--- config.mk ---
export PLATFORM = sky130hd
export DESIGN_NAME = alu_seq
export DESIGN_NICKNAME = d
export VERILOG_FILES = /design/src/rtl/alu_seq_pkg.sv /design/src/rtl/alu_seq_perf.sv /design/src/rtl/alu_seq.sv
export SDC_FILE = /design/constraint.sdc
export NUM_CORES = 1
export LEC_CHECK = 0
export BUFFER_PORTS_ARGS = -buffer_cell sky130_fd_sc_hd__buf_4
export CAP_MARGIN = 20
export CORE_MARGIN = 2
export CORE_UTILIZATION = 35
export CTS_CLUSTER_DIAMETER = 60
export DETAILED_ROUTE_END_ITERATION = 6
export SYNTH_ARGS = -nofsm -noshare
export SYNTH_HDL_FRONTEND = slang
export SYNTH_SLANG_ARGS = --single-unit
--- constraint.sdc ---
create_clock -name clk -period 4.1 [get_ports clk]
set_clock_uncertainty 0.15 [all_clocks]
set_input_delay 0.615 -clock clk [delete_from_list [all_inputs] [get_ports clk]]
set_output_delay 0.615 -clock clk [all_outputs]
set_load 0.005 [all_outputs]
--- src/rtl/alu_seq_pkg.sv ---
// Shared definitions for the alu_seq command sequencer: opcodes, FSM states
// and the default datapath width.
package alu_seq_pkg;

  localparam int DEFAULT_WIDTH = 16;

  localparam logic [2:0] OP_ADD     = 3'b000;
  localparam logic [2:0] OP_SUB     = 3'b001;
  localparam logic [2:0] OP_SRA     = 3'b010;
  localparam logic [2:0] OP_SRL     = 3'b011;
  localparam logic [2:0] OP_SLL     = 3'b100;
  localparam logic [2:0] OP_AND     = 3'b101;
  localparam logic [2:0] OP_OR      = 3'b110;
  localparam logic [2:0] OP_ILLEGAL = 3'b111;

  typedef enum logic [1:0] {
    ST_IDLE  = 2'b00,
    ST_EXEC  = 2'b01,
    ST_SHIFT = 2'b10,
    ST_DONE  = 2'b11
  } state_e;

  // Shifts are sequenced one bit per cycle through the external ALU
  function automatic logic is_shift(input logic [2:0] op);
    logic res;
    case (op)
      OP_SRA, OP_SRL, OP_SLL: res = 1'b1;
      default:                res = 1'b0;
    endcase
    return res;
  endfunction

endpackage

--- src/rtl/alu_seq_perf.sv ---
// Saturating count of completed responses for alu_seq (built only when
// ALU_SEQ_PERF_EN is defined).
module alu_seq_perf (
  input  logic        clk,
  input  logic        rst,
  input  logic        inc,
  output logic [15:0] perf_ops
);

  // Response counter, sticks at all-ones instead of wrapping
  always_ff @(posedge clk or posedge rst) begin
    if (rst) begin
      perf_ops <= 16'h0000;
    end else if (inc && (perf_ops != 16'hFFFF)) begin
      perf_ops <= perf_ops + 16'h0001;
    end else begin
      perf_ops <= perf_ops;
    end
  end

endmodule

--- src/rtl/alu_seq.sv ---
// Command sequencer driving an external combinational ALU; shifts run one bit
// per cycle. Optional perf counter output under macro ALU_SEQ_PERF_EN.
module alu_seq
  import alu_seq_pkg::*;
#(
  parameter int WIDTH = DEFAULT_WIDTH
) (
  input  logic             clk,
  input  logic             rst,
  input  logic             cmd_valid,
  output logic             cmd_ready,
  input  logic [2:0]       cmd_op,
  input  logic [WIDTH-1:0] cmd_a,
  input  logic [WIDTH-1:0] cmd_b,
  output logic [2:0]       alu_op,
  output logic [WIDTH-1:0] alu_a,
  output logic [WIDTH-1:0] alu_b,
  input  logic [WIDTH-1:0] alu_result,
  output logic             rsp_valid,
  input  logic             rsp_ready,
  output logic [WIDTH-1:0] rsp_data,
  output logic             rsp_err
`ifdef ALU_SEQ_PERF_EN
  ,
  output logic [15:0]      perf_ops
`endif
);

  localparam int SH_W = $clog2(WIDTH);

  state_e           state_r, next_state_s;
  logic [2:0]       op_r, op_s;
  logic [WIDTH-1:0] a_r, a_s;
  logic [WIDTH-1:0] b_r, b_s;
  logic [WIDTH-1:0] acc_r, acc_s;
  logic [SH_W-1:0]  count_r, count_s;
  logic [SH_W-1:0]  shamt_s;
  logic             cmd_ready_r, cmd_ready_s;
  logic             rsp_valid_r, rsp_valid_s;
  logic [WIDTH-1:0] rsp_data_r, rsp_data_s;
  logic             rsp_err_r, rsp_err_s;
  logic [2:0]       alu_op_r, alu_op_s;
  logic [WIDTH-1:0] alu_a_r, alu_a_s;
  logic [WIDTH-1:0] alu_b_r, alu_b_s;

  assign shamt_s = cmd_b[SH_W-1:0];

  // Next-state and datapath register updates
  always_comb begin
    next_state_s = state_r;
    op_s         = op_r;
    a_s          = a_r;
    b_s          = b_r;
    acc_s        = acc_r;
    count_s      = count_r;
    rsp_data_s   = rsp_data_r;
    rsp_err_s    = rsp_err_r;
    case (state_r)
      ST_IDLE: begin
        if (cmd_valid) begin
          op_s      = cmd_op;
          a_s       = cmd_a;
          b_s       = cmd_b;
          acc_s     = cmd_a;
          count_s   = shamt_s;
          rsp_err_s = 1'b0;
          if (is_shift(cmd_op) && (shamt_s != {SH_W{1'b0}})) begin
            next_state_s = ST_SHIFT;
          end else begin
            next_state_s = ST_EXEC;
          end
        end else begin
          next_state_s = ST_IDLE;
        end
      end
      ST_EXEC: begin
        next_state_s = ST_DONE;
        case (op_r)
          OP_ADD, OP_SUB, OP_AND, OP_OR: begin
            rsp_data_s = alu_result;
            rsp_err_s  = 1'b0;
          end
          OP_SRA, OP_SRL, OP_SLL: begin
            rsp_data_s = a_r;
            rsp_err_s  = 1'b0;
          end
          OP_ILLEGAL: begin
            rsp_data_s = {WIDTH{1'b0}};
            rsp_err_s  = 1'b1;
          end
          default: begin
            rsp_data_s = {WIDTH{1'b0}};
            rsp_err_s  = 1'b1;
          end
        endcase
      end
      ST_SHIFT: begin
        acc_s   = alu_result;
        count_s = count_r - SH_W'(1);
        // a zero count here can only come from corruption; finish rather than spin
        if (count_r <= SH_W'(1)) begin
          next_state_s = ST_DONE;
          rsp_data_s   = alu_result;
          count_s      = {SH_W{1'b0}};
        end else begin
          next_state_s = ST_SHIFT;
        end
      end
      ST_DONE: begin
        if (rsp_ready) begin
          next_state_s = ST_IDLE;
        end else begin
          next_state_s = ST_DONE;
        end
      end
      default: begin
        next_state_s = ST_IDLE;
      end
    endcase
  end

  // Output values for the state being entered, so every output is a flop
  always_comb begin
    cmd_ready_s = (next_state_s == ST_IDLE);
    rsp_valid_s = (next_state_s == ST_DONE);
    alu_op_s    = OP_ADD;
    alu_a_s     = {WIDTH{1'b0}};
    alu_b_s     = {WIDTH{1'b0}};
    case (next_state_s)
      ST_EXEC: begin
        if (op_s != OP_ILLEGAL) begin
          alu_op_s = op_s;
          alu_a_s  = a_s;
          alu_b_s  = b_s;
        end else begin
          alu_op_s = OP_ADD;
          alu_a_s  = {WIDTH{1'b0}};
          alu_b_s  = {WIDTH{1'b0}};
        end
      end
      ST_SHIFT: begin
        alu_op_s = op_s;
        alu_a_s  = acc_s;
        alu_b_s  = WIDTH'(1);
      end
      default: begin
        alu_op_s = OP_ADD;
      end
    endcase
  end

  // State, datapath and output registers
  always_ff @(posedge clk or posedge rst) begin
    if (rst) begin
      state_r     <= ST_IDLE;
      op_r        <= OP_ADD;
      a_r         <= {WIDTH{1'b0}};
      b_r         <= {WIDTH{1'b0}};
      acc_r       <= {WIDTH{1'b0}};
      count_r     <= {SH_W{1'b0}};
      cmd_ready_r <= 1'b1;
      rsp_valid_r <= 1'b0;
      rsp_data_r  <= {WIDTH{1'b0}};
      rsp_err_r   <= 1'b0;
      alu_op_r    <= OP_ADD;
      alu_a_r     <= {WIDTH{1'b0}};
      alu_b_r     <= {WIDTH{1'b0}};
    end else begin
      state_r     <= next_state_s;
      op_r        <= op_s;
      a_r         <= a_s;
      b_r         <= b_s;
      acc_r       <= acc_s;
      count_r     <= count_s;
      cmd_ready_r <= cmd_ready_s;
      rsp_valid_r <= rsp_valid_s;
      rsp_data_r  <= rsp_data_s;
      rsp_err_r   <= rsp_err_s;
      alu_op_r    <= alu_op_s;
      alu_a_r     <= alu_a_s;
      alu_b_r     <= alu_b_s;
    end
  end

  assign cmd_ready = cmd_ready_r;
  assign rsp_valid = rsp_valid_r;
  assign rsp_data  = rsp_data_r;
  assign rsp_err   = rsp_err_r;
  assign alu_op    = alu_op_r;
  assign alu_a     = alu_a_r;
  assign alu_b     = alu_b_r;

`ifdef ALU_SEQ_PERF_EN
  alu_seq_perf u_perf (
    .clk      (clk),
    .rst      (rst),
    .inc      (rsp_valid_r & rsp_ready),
    .perf_ops (perf_ops)
  );
`endif

endmodule

* After elaboration in Yosys (flattened, before gate mapping) *
Index checks and enable logic that the tools add are counted.

operators by class
  add/sub/neg operators = 1
  multipliers = 0
  div/mod/pow operators = 0
  $lt $le $gt $ge = 1
  eq/ne operators = 19
  shifts and indexed selects = 0
  mux-type cells = 31
  bitwise operators = 0
  reduce and logical (&&, ||, !) cells = 15

operators with widths
  kind                                                                              number
  16-bit 2-to-1 mux                                                                 8
  16-bit case mux with 2 select lines                                               4
  16-bit case mux with 3 select lines                                               1
  3-bit equality test, second input constant                                        5
  3-bit by 2-bit equality test with 1-bit output, second input constant             4
  3-bit 2-to-1 mux                                                                  3
  2-bit equality test, second input constant                                        4
  4-bit 2-to-1 mux                                                                  2
  2-bit case mux with 4 select lines                                                1
  4-bit case mux with 2 select lines                                                1
  7-bit OR reduction                                                                1
  2-bit 2-to-1 mux                                                                  3
  3-bit case mux with 2 select lines                                                1
  2-bit AND reduction                                                               3
  2-bit nonzero test                                                                3
  3-bit OR reduction                                                                2
  1-bit 2-to-1 mux                                                                  5
  2-bit by 1-bit equality test with 1-bit output, second input constant             2
  4-bit by 1-bit less-or-equal comparator with 1-bit output, second input constant  1
  2-bit logical NOT                                                                 2
  2-bit inequality test, second input constant                                      2
  1-bit case mux with 2 select lines                                                2
  4-bit nonzero test                                                                1
  4-bit OR reduction                                                                1
  other kinds (5)                                                                   5

storage, ports and cells
  bits in registers = 111
  latch bits = 0
  RAM bits = 0
  bits in read-only memories = 0
  input port bits = 55
  output and inout bits = 54
  logic and storage cells = 80
  memories kept = 0

* Longest topological paths before layout *
Gate-level depths: netlist of run 1.

  depth after elaboration = 11
  gate-level depth with buffers = 7
  gate-level depth less buffers = 6

* Worst setup path after synthesis of run 1 *
Ideal clock, no wire load.

  kind = in2reg
  start point = input port cmd_valid
  end point = register alu_a_r[10], in the netlist alu_a[10]
  library setup time = 0.122 ns
  arrival time = 1.769 ns
  required time = 3.828 ns
  path slack = 2.060 ns
  cell stages on the path = 6
  path buffers = 3
  cell sequence = clkbuf_2 -> nor3b_2 -> buf_6 -> buf_6 -> mux2_4 -> a32o_1

on the way
  elaborated cells on any way between the ends = 13
  those cells by class = 3 x eq/ne; 10 x mux

RTL lines
  element                              line            text
  start, declared                      alu_seq.sv:10   input logic cmd_valid,
  16-bit 2-to-1 mux                    alu_seq.sv:60   if (cmd_valid) begin
  16-bit 2-to-1 mux                    alu_seq.sv:58   case (state_r)
  named net a_s[10]                    alu_seq.sv:33   logic [WIDTH-1:0] a_r, a_s;
  16-bit 2-to-1 mux                    alu_seq.sv:131  if (op_s != OP_ILLEGAL) begin
  16-bit case mux with 2 select lines  alu_seq.sv:129  case (next_state_s)
  named net alu_a_s[10]                alu_seq.sv:43   logic [WIDTH-1:0] alu_a_r, alu_a_s;
  end signal, assigned                 alu_seq.sv:166  alu_a_r <= {WIDTH{1'b0}};
  end signal, assigned                 alu_seq.sv:180  alu_a_r <= alu_a_s;
  end, declared                        alu_seq.sv:43

The timed path passes the listed nets, and every way through them passes these cells.
A chain may end at the register's enable or synchronous reset.

* Worst setup path after layout of run 1 *
  start point = register state_r[1]
  end point = register alu_op_r[2], in the netlist alu_op[2]

on the way
  longest elaborated chain between the ends = 5
  elaborated cells on any way between the ends = 11
  those cells by class = 6 x eq/ne; 4 x mux; 1 x reduce/logical

RTL lines
  element                               line            text
  start, declared                       alu_seq.sv:31   state_e state_r, next_state_s;
  start signal, assigned                alu_seq.sv:169  state_r <= next_state_s;
  2-bit logical NOT                     alu_seq.sv:58
  3-bit 2-to-1 mux                      alu_seq.sv:58
  3-bit inequality test                 alu_seq.sv:131
  3-bit 2-to-1 mux                      alu_seq.sv:131
  3-bit case mux with 2 select lines *  alu_seq.sv:129
  named net alu_op_s[2]                 alu_seq.sv:42   logic [2:0] alu_op_r, alu_op_s;
  end signal, assigned                  alu_seq.sv:179  alu_op_r <= alu_op_s;
  end, declared                         alu_seq.sv:42

The timed path passes the listed nets; every way through them passes the cells marked *.

==> results of run 1 <==
power by group:
group | switching, mW | total, mW | internal (mW) | leakage, nW
clock | 0.393 | 0.927 | 0.534 | 0.148
combinational | 1.03 | 1.90 | 0.872 | 1.31
sequential | 0.240 | 1.80 | 1.56 | 1.37
total | 1.66 | 4.63 | 2.97 | 2.83
metal layers:
metal,vias to the layer above,share of wire (%)
li1,1692,-
met5,-,0
met1,1804,44
met2,121,48
met4,0,1.3
met3,14,6.7
final timing paths:
check | slack [ns] | start | end
worst max register to register | 1.85 | state_r[1] | alu_op[2]
worst max-delay path | 1.85 | state_r[1] | alu_op[2]
worst min-delay path | 0.27 | rst | alu_op[0]
min in group clk | 0.33 | b_r[1] | b_r[1]
worst min register to register | 0.33 | b_r[1] | b_r[1]
max in group asynchronous | 2.62 | rst | cmd_ready
through the flow:
stage                     setup WS [ns]  instance area [µm²]  hold WS (ns)
after floorplan                   0.406                 4730         0.290
after global placement             1.47                 5680         0.305
after detailed placement           1.39                 5690         0.308
after CTS                          1.34                 6000         0.293
after global routing               1.64                 6010         0.325
final                              1.85                 6010         0.272
registers in the layout (all words and copies together) (netlist names):
register and flops:
a_r 16, rsp_data 16, rsp_valid 1, cmd_ready 1, count_r 4, state_r 2
acc_r 16, rsp_err 1, op_r 3, alu_b 16, b_r 16, alu_op 3
alu_a 16
placed cells by master, fill, tap and decap left out, drive strengths merged, types with 2 or more instances in the layout:
master and n:
a22oi 12, bufinv 2, buf 119, clkbuf 10, nor3b 2, ha 2
nand3 18, dfrtp 110, nor2b 4, a31o 10, o311ai 2, a21oi 3
mux2 23, clkinvlp 2, nor3 3, and4 10, a32o 6, o21ai 34
o31a 2, xnor2 2, and2 13, inv 7, a21boi 3, nand2 75
nor2 22, a31oi 17, clkinv 2, nand2b 2
logic make-up after synthesis:
group | count (synthesis) | share of synthesized area (%)
simple gates | 152 | 15.6
flops | 111 | 58.7
compound gates | 97 | 14.6
buf+inv | 36 | 4.33
mux | 23 | 5.87
xor+xnor | 2 | 0.370
fa+ha+maj | 2 | 0.528
layout make-up:
type	count	area share, %
flip-flops and latches	111	46.2
well taps	176	3.66
clock inverters	6	1.41
multi-input cells	276	29.4
repair buffers	119	15.0
clock buffers	10	3.81
inverters	7	0.479
==> results.yml, run 1 <==
floorplanning:
  initial_utilization_pct: 35.8
  boundaryPins: 109
  die-height_um: 120
  area_enclosed_by_the_die_boundary_um2: 14500
  core_um2: 13200
  floorplan.die.width_um: 120
  placementRows: 42
routing:
  post_detailed_routing_wire_length_um: 12500
  first_iter_violations: 309
  vias: 3631
  drt-pass1-iter-count: 5
  wl_per_cell_um: 17.7
  routed_via_density: 5.15
  post_route_drc_violation_count: 0
  antenna_left: 0
synthesis:
  synth_register_bits: 111
  synth.cell_area_um2: 4730
  yosysMostFrequentCell: "sky130_fd_sc_hd__dfrtp_1"
  synth_enable_flop_cells: 0
  synthDominantAreaCellType: "sky130_fd_sc_hd__dfrtp_1"
  synthDominantCellAreaShare_pct: 58.1
  share_of_the_yosys_chip_area_belonging_to_registers_pct: 58.7
  synth-warning-count: 0
  synthesis.nets: 480
  netlist_instances: 423
  syn_avg_cell_area_um2: 11.2
  most_common_library_cells_after_synthesis: "sky130_fd_sc_hd__dfrtp_1 (110), sky130_fd_sc_hd__nand2_1 (75), sky130_fd_sc_hd__o21ai_0 (32)"
  postSynth.topFlopCell: "sky130_fd_sc_hd__dfrtp_1"
  async_reset_ff_share_pct: 100
  synth.lib_cells_used.distinct: 49
  synth_top_cells_by_area: "sky130_fd_sc_hd__dfrtp_1 (58%), sky130_fd_sc_hd__nand2_1 (5.9%), sky130_fd_sc_hd__mux2_2 (3.6%), sky130_fd_sc_hd__o21ai_0 (3.4%), sky130_fd_sc_hd__a31oi_1 (2.2%)"
global_routing:
  groute.layer.met3.usage_pct: 5.71
  global_route.usage.met1_pct: 24.2
  grt_pass1_vias: 3651
  groute.usage.overall_pct: 18.1
  grt_overflow: 0
  grtUsageMet2_pct: 28.6
  grt_pass1_wl_um: 20100
  largest_net_degree_at_the_start_of_global_routing: 63
  global_route.peak_usage_layer: "met2"
  grt_antenna_before_repair: 0
layout:
  fin_nets: 581
  area_growth_syn_to_layout_pct: 27.0
  area_used_by_multi_input_combinational_logic_um2: 1770
  stdcell_count: 705
  antennaDiodeCount: 0
  post_route_cells_drive_above_1_share_pct: 32.1
  postLayoutCoreUtil_pct: 45.4
  seqCellArea_um2: 2780
  fillerInstances: 1277
critical_path:
  critical_path_rt_ns: 4.16
  worst-endpoint-arrival_ns: 2.31
  crit_buf_inv: 1
  max_stage_delay_ns: 0.62
  start_kind: "flip-flop"
  number_of_cells_traversed_by_the_worst_register_to_register_path: 5
  crit_path_max_fanout: 15
  crit_family: "flip-flops"
  critical_path.slowest_cell: "sky130_fd_sc_hd__dfrtp_1"
  timing.critical_path.cells: "nor2b_2 > a32oi_1 > buf_4 > o311ai_2 > a21boi_1"
  end_kind: "flip-flop"
  path_depth: 5
  crit_type: "reg -> reg"
job:
  cap_viol_max_count: 0
clocking:
  clock_tree.root_cell: "sky130_fd_sc_hd__clkbuf_16"
  post-cts-setup-buffer-count: 0
  clock_sinks: 111
  cts.clk_slew.worst_paths_ns: 0.07
  cts-htree-levels: 3
  clkLatencyLatePin_ns: 0.35
  cts.repair.resized: 0
  cts.path.max_buffers: 2
  tritoncts_buffer_count: 9
  tritoncts: "yes"
  postCtsHoldBufs: 0
placement:
  gp_congestion: 0.822
  buffer_ports.inserted: 108
  detailedPlacementHpwl_um: 8510
  placed_cells_incl_taps: 688
sta:
  report.final.slew_viol_count: 0
  layout_worst_path_cycle_share_pct: 55.0
  setup_repair_after_global_routing_missed_its_margin: "false"
  maxSlewHeadroom_pct: 47.4
  min_period_ns: 2.25
  tightest_slew_ns: 0.789
  maxClockFrequency_mhz: 444
  finalSetupViolCount: 0
  timing.setup.tns_ns: 0
  finalHoldViolations: 0
min_path:
  hold_path_class: "in -> async"
pwr:
  total_leakage_power_nw: 2.83
  ir_drop_mv: 0.486
  overall_power_consumption_mw: 4.63
  power.density_nw_per_um2: 771
status:
  result_of_the_run: "finished, final reports clean"
Power figures use the tool's default switching activity.
==> run 2, diff against run 1 <==
Clock period 4.1 ns to 2.25 ns, I/O delays scaled along.
==> results.yml, run 2 (synthesis gave the netlist of run 1 again) <==
status:
  result_of_the_run: "finished, final reports clean"
min_path:
  hold_path_class: "in -> reg"
routing:
  vias: 3594
  post_route_drc_violation_count: 0
  first_iter_violations: 178
  antenna_left: 0
  routed_via_density: 5.08
  post_detailed_routing_wire_length_um: 12400
  drt-pass1-iter-count: 4
  wl_per_cell_um: 17.5
sta:
  report.final.slew_viol_count: 0
  maxSlewHeadroom_pct: 63.8
  fin_ws_ns: 0.244
  finalSetupViolCount: 0
  min_period_ns: 2.01
  tightest_slew_ns: 0.541
  setup_repair_after_global_routing_missed_its_margin: "false"
  timing.setup.tns_ns: 0
  finalHoldViolations: 0
  maxClockFrequency_mhz: 499
  layout_worst_path_cycle_share_pct: 89.1
clocking:
  clock_tree.root_cell: "sky130_fd_sc_hd__clkbuf_16"
  tritoncts: "yes"
  clock_sinks: 111
  tritoncts_buffer_count: 9
  post-cts-setup-buffer-count: 0
  clkLatencyLatePin_ns: 0.35
  cts.path.max_buffers: 2
  cts.clk_slew.worst_paths_ns: 0.08
  cts-htree-levels: 3
placement:
  post_dp_cell_area_um2: 5750
  detailedPlacementHpwl_um: 8680
  gp_congestion: 0.799
  buffer_ports.inserted: 108
  placed_cells_incl_taps: 690
  preCtsSetupSlack_ns: 0.219
floorplanning:
  area_enclosed_by_the_die_boundary_um2: 14500
  initial_utilization_pct: 35.8
  floorplan.die.width_um: 120
  core_um2: 13200
  placementRows: 42
  die-height_um: 120
  boundaryPins: 109
layout:
  top_library_cells_by_usage_in_the_layout_fill_and_taps_aside: "sky130_fd_sc_hd__buf_4 (116), sky130_fd_sc_hd__dfrtp_1 (110), sky130_fd_sc_hd__nand2_1 (75), sky130_fd_sc_hd__o21ai_0 (32), sky130_fd_sc_hd__nor2_1 (22)"
  seqCellArea_um2: 2780
  layout_commonest_cell: "sky130_fd_sc_hd__buf_4"
  post_route_cells_drive_above_1_share_pct: 32.4
  stdcell_count: 707
  area_growth_syn_to_layout_pct: 27.7
  fin_nets: 583
  antennaDiodeCount: 0
  final_area_um2: 6050
  area_used_by_multi_input_combinational_logic_um2: 1770
  postLayoutCoreUtil_pct: 45.7
  fillerInstances: 1313
global_routing:
  grt_overflow: 0
  grt_pass1_wl_um: 19700
  grt_pass1_vias: 3734
  largest_net_degree_at_the_start_of_global_routing: 82
  grt_antenna_before_repair: 0
  groute.usage.overall_pct: 17.6
pwr:
  ir_drop_mv: 0.804
  total_leakage_power_nw: 2.84
  power.density_nw_per_um2: 1390
critical_path:
  critical_path_rt_ns: 2.38
  crit_path_max_fanout: 5
  timing.critical_path.cells: "inv_1 > ha_1 > or2_2 > a32oi_1 > o311ai_2 > a21boi_1"
  critical_path.slowest_cell: "sky130_fd_sc_hd__dfrtp_1"
  crit_type: "reg -> reg"
  r2r-start: "count_r[0]"
  max_stage_delay_ns: 0.42
  end_kind: "flip-flop"
  worst_setup_path_endpoint: "alu_op[2]"
  number_of_cells_traversed_by_the_worst_register_to_register_path: 6
  startpoint: "count_r[0]"
  ff2ff_setup_slack_ns: 0.24
  timing.rr.end: "alu_op[2]"
  worst-endpoint-arrival_ns: 2.13
  start_kind: "flip-flop"
job:
  cap_viol_max_count: 0
-- run 2: cell types whose count changed in the layout (fill, tap and decap cells not counted), moves of 2 or more --
cell                        change
sky130_fd_sc_hd__bufinv_16      -2
sky130_fd_sc_hd__inv_6          +3
sky130_fd_sc_hd__buf_6          -2
sky130_fd_sc_hd__buf_12         +4
sky130_fd_sc_hd__inv_8          +2
-- run 2: area by class of cell --
type | instances | share of cell area, %
clock buffer | 9 | 3.72
clock inverter | 7 | 1.03
inverter | 7 | 0.496
multi-input combinational | 276 | 29.3
sequential | 111 | 45.9
tap | 176 | 3.64
timing repair buffer | 121 | 15.9
-- run 2: worst min path at each step --
stage,startpoint,to,slack (ns),cells past startpoint
after floorplan,b_r[1],b_r[1],0.29,2
after global placement,b_r[2],b_r[2],0.30,2
after detailed placement,a_r[5],a_r[5],0.31,2
after CTS,cmd_b[9],b_r[9],0.06,2
after global routing,cmd_b[14],b_r[14],0.07,2
final,cmd_a[3],a_r[3],0.06,3
-- run 2: through the flow --
step	hold slack [ns]	total power [mW]
after floorplan	0.290	5.48
after global placement	0.305	6.80
after detailed placement	0.314	6.91
after CTS	0.0573	8.50
after global routing	0.0694	9.02
final	0.0640	8.40
-- run 2: critical path, delay by kind of cell, from the launching register on --
family | cells | cell delay [ns]
adder cells (fa/ha/maj) | 1 | 0.23
buffers and inverters | 1 | 0.06
AO/OA/AOI/OAI | 3 | 0.78
AND/OR/NAND/NOR | 1 | 0.28
flip-flops | 1 | 0.42
-- run 2: what timing repair did --
item / CTS / global route
hold buffers: 1 / 0
gates resized for setup: 0 / 0
endpoints found under the hold margin: 110 / 0
-- run 2: layer usage --
layer	vias up	share of wire, %	track usage (%)
met2	112	48	28.5
met1	1779	43	22.6
met5	-	0	0
met3	15	7.3	5.80
li1	1688	-	-
met4	0	1.8	5.52
-- run 2: where the power goes --
group | leakage, nW | switching (mW) | internal, mW | total (mW)
Combinational | 1.32 | 1.85 | 1.67 | 3.52
Clock | 0.145 | 0.786 | 0.780 | 1.57
Sequential | 1.37 | 0.465 | 2.85 | 3.31
==> run 3, diff against run 2 <==
Settings changed: CORE_UTILIZATION 35 to 37.
==> results.yml, run 3 (synthesis gave the netlist of run 1 again) <==
pwr:
  ir_drop_mv: 0.529
  total_leakage_power_nw: 2.85
  power.density_nw_per_um2: 1420
layout:
  seqCellArea_um2: 2780
  antennaDiodeCount: 0
  post_route_cells_drive_above_1_share_pct: 32.6
  fin_nets: 583
  area_used_by_multi_input_combinational_logic_um2: 1780
  fillerInstances: 1180
  layout_commonest_cell: "sky130_fd_sc_hd__buf_4"
  area_growth_syn_to_layout_pct: 28.2
  top_library_cells_by_usage_in_the_layout_fill_and_taps_aside: "sky130_fd_sc_hd__buf_4 (118), sky130_fd_sc_hd__dfrtp_1 (110), sky130_fd_sc_hd__nand2_1 (75), sky130_fd_sc_hd__o21ai_0 (32), sky130_fd_sc_hd__nor2_1 (22)"
  postLayoutCoreUtil_pct: 48.3
sta:
  fin_hold_ws_ns: -0.0358
  tightest_slew_ns: 0.625
  finalSetupViolCount: 0
  min_period_ns: 2.03
  layout_worst_path_cycle_share_pct: 90.2
  maxSlewHeadroom_pct: 58.3
  finalHoldViolations: 8
  timing.setup.tns_ns: 0
  setup_repair_after_global_routing_missed_its_margin: "false"
  maxClockFrequency_mhz: 493
  report.final.slew_viol_count: 0
global_routing:
  largest_net_degree_at_the_start_of_global_routing: 112
  groute.usage.overall_pct: 19.1
  grt_pass1_wl_um: 19800
  grt_overflow: 0
  grt_antenna_before_repair: 0
  grt_pass1_vias: 3720
critical_path:
  crit_buf_inv: 2
  crit_type: "reg -> reg"
  timing.critical_path.cells: "buf_4 > o31a_1 > inv_1 > a21oi_4 > a32o_1"
  crit_family: "compound AO/OA/AOI/OAI gates"
  max_stage_delay_ns: 0.63
  critical_path_rt_ns: 2.39
  end_kind: "flip-flop"
  worst-endpoint-arrival_ns: 2.17
  crit_path_max_fanout: 18
  critical_path.slowest_cell: "sky130_fd_sc_hd__dfrtp_1"
  ff2ff_setup_slack_ns: 0.22
  start_kind: "flip-flop"
clocking:
  tritoncts_buffer_count: 9
  clock_tree.root_cell: "sky130_fd_sc_hd__clkbuf_16"
  clkLatencyLatePin_ns: 0.35
  cts-htree-levels: 3
  clock_sinks: 111
  tritoncts: "yes"
  cts.clk_slew.worst_paths_ns: 0.07
  cts.repair.resized: 0
  cts.path.max_buffers: 2
  post-cts-setup-buffer-count: 0
  postCtsHoldBufs: 0
floorplanning:
  placementRows: 41
  initial_utilization_pct: 37.7
  core_um2: 12600
  floorplan.die.width_um: 117
  area_enclosed_by_the_die_boundary_um2: 13700
  boundaryPins: 109
  die-height_um: 117
placement:
  buffer_ports.inserted: 108
  detailedPlacementHpwl_um: 8320
  gp_congestion: 0.813
status:
  violations_in_the_final_reports: "negative hold slack"
  result_of_the_run: "finished with violations"
routing:
  routed_via_density: 5.17
  antenna_left: 0
  first_iter_violations: 225
  vias: 3638
  post_detailed_routing_wire_length_um: 12400
  drt-pass1-iter-count: 4
  post_route_drc_violation_count: 0
  wl_per_cell_um: 17.6
min_path:
  hold_path_class: "in -> async"
job:
  cap_viol_max_count: 0
[run 3: final cells by class]
cell class                 instances  share of cell area (%)
inverter                           7                   0.495
tap                              172                    3.55
multi-input combinational        276                    29.3
clock inverter                     6                    1.51
clock buffer                      10                    3.77
timing repair buffer             121                    15.6
sequential                       111                    45.8
[run 3: tightest hold or removal path: cells and delay by family]
| family | cells | cell delay (ns) |
|---|---|---|
| buf+inv | 3 | 0.58 |
[run 3: final timing paths]
| path | start | endpoint | depth (start not counted) |
|---|---|---|---|
| worst max-delay path | state_r[0] | alu_a[8] | 5 |
| worst min-delay path | rst | alu_op[0] | 3 |
| worst max register to register | state_r[0] | alu_a[8] | 5 |
| worst min register to register | b_r[1] | b_r[1] | 2 |
| max in group asynchronous | rst | b_r[7] | 3 |
| min in group clk | cmd_a[9] | a_r[9] | 3 |
[run 3: layer usage]
layer	wire length (µm)	up-vias	global-route usage [%]
met3	879	11	5.46
met4	177	0	6.12
met2	5920	114	30.7
met1	5430	1818	25.2
met5	0	-	0
li1	-	1695	-
[run 3: power breakdown]
group	leakage [nW]	internal (mW)	switching [mW]
registers	1.37	2.85	0.460
clock network	0.157	0.985	0.732
logic	1.32	1.67	1.92
total	2.85	5.51	3.11
[run 3: stage by stage]
step / hold WS (ns) / setup slack, ns / power (mW) / instances / area (µm²)
6_report: -0.0358 / 0.221 / 8.62 / 703 / 6070
3_5_place_dp: 0.310 / 0.164 / 6.96 / 687 / 5750
3_3_place_gp: 0.306 / 0.188 / 6.86 / 687 / 5750
4_1_cts: 0.0377 / 0.185 / 8.70 / 703 / 6070
2_1_floorplan: 0.290 / 0.399 / 5.48 / 423 / 4740
5_1_grt: 0.0666 / 0.0381 / 9.23 / 703 / 6070
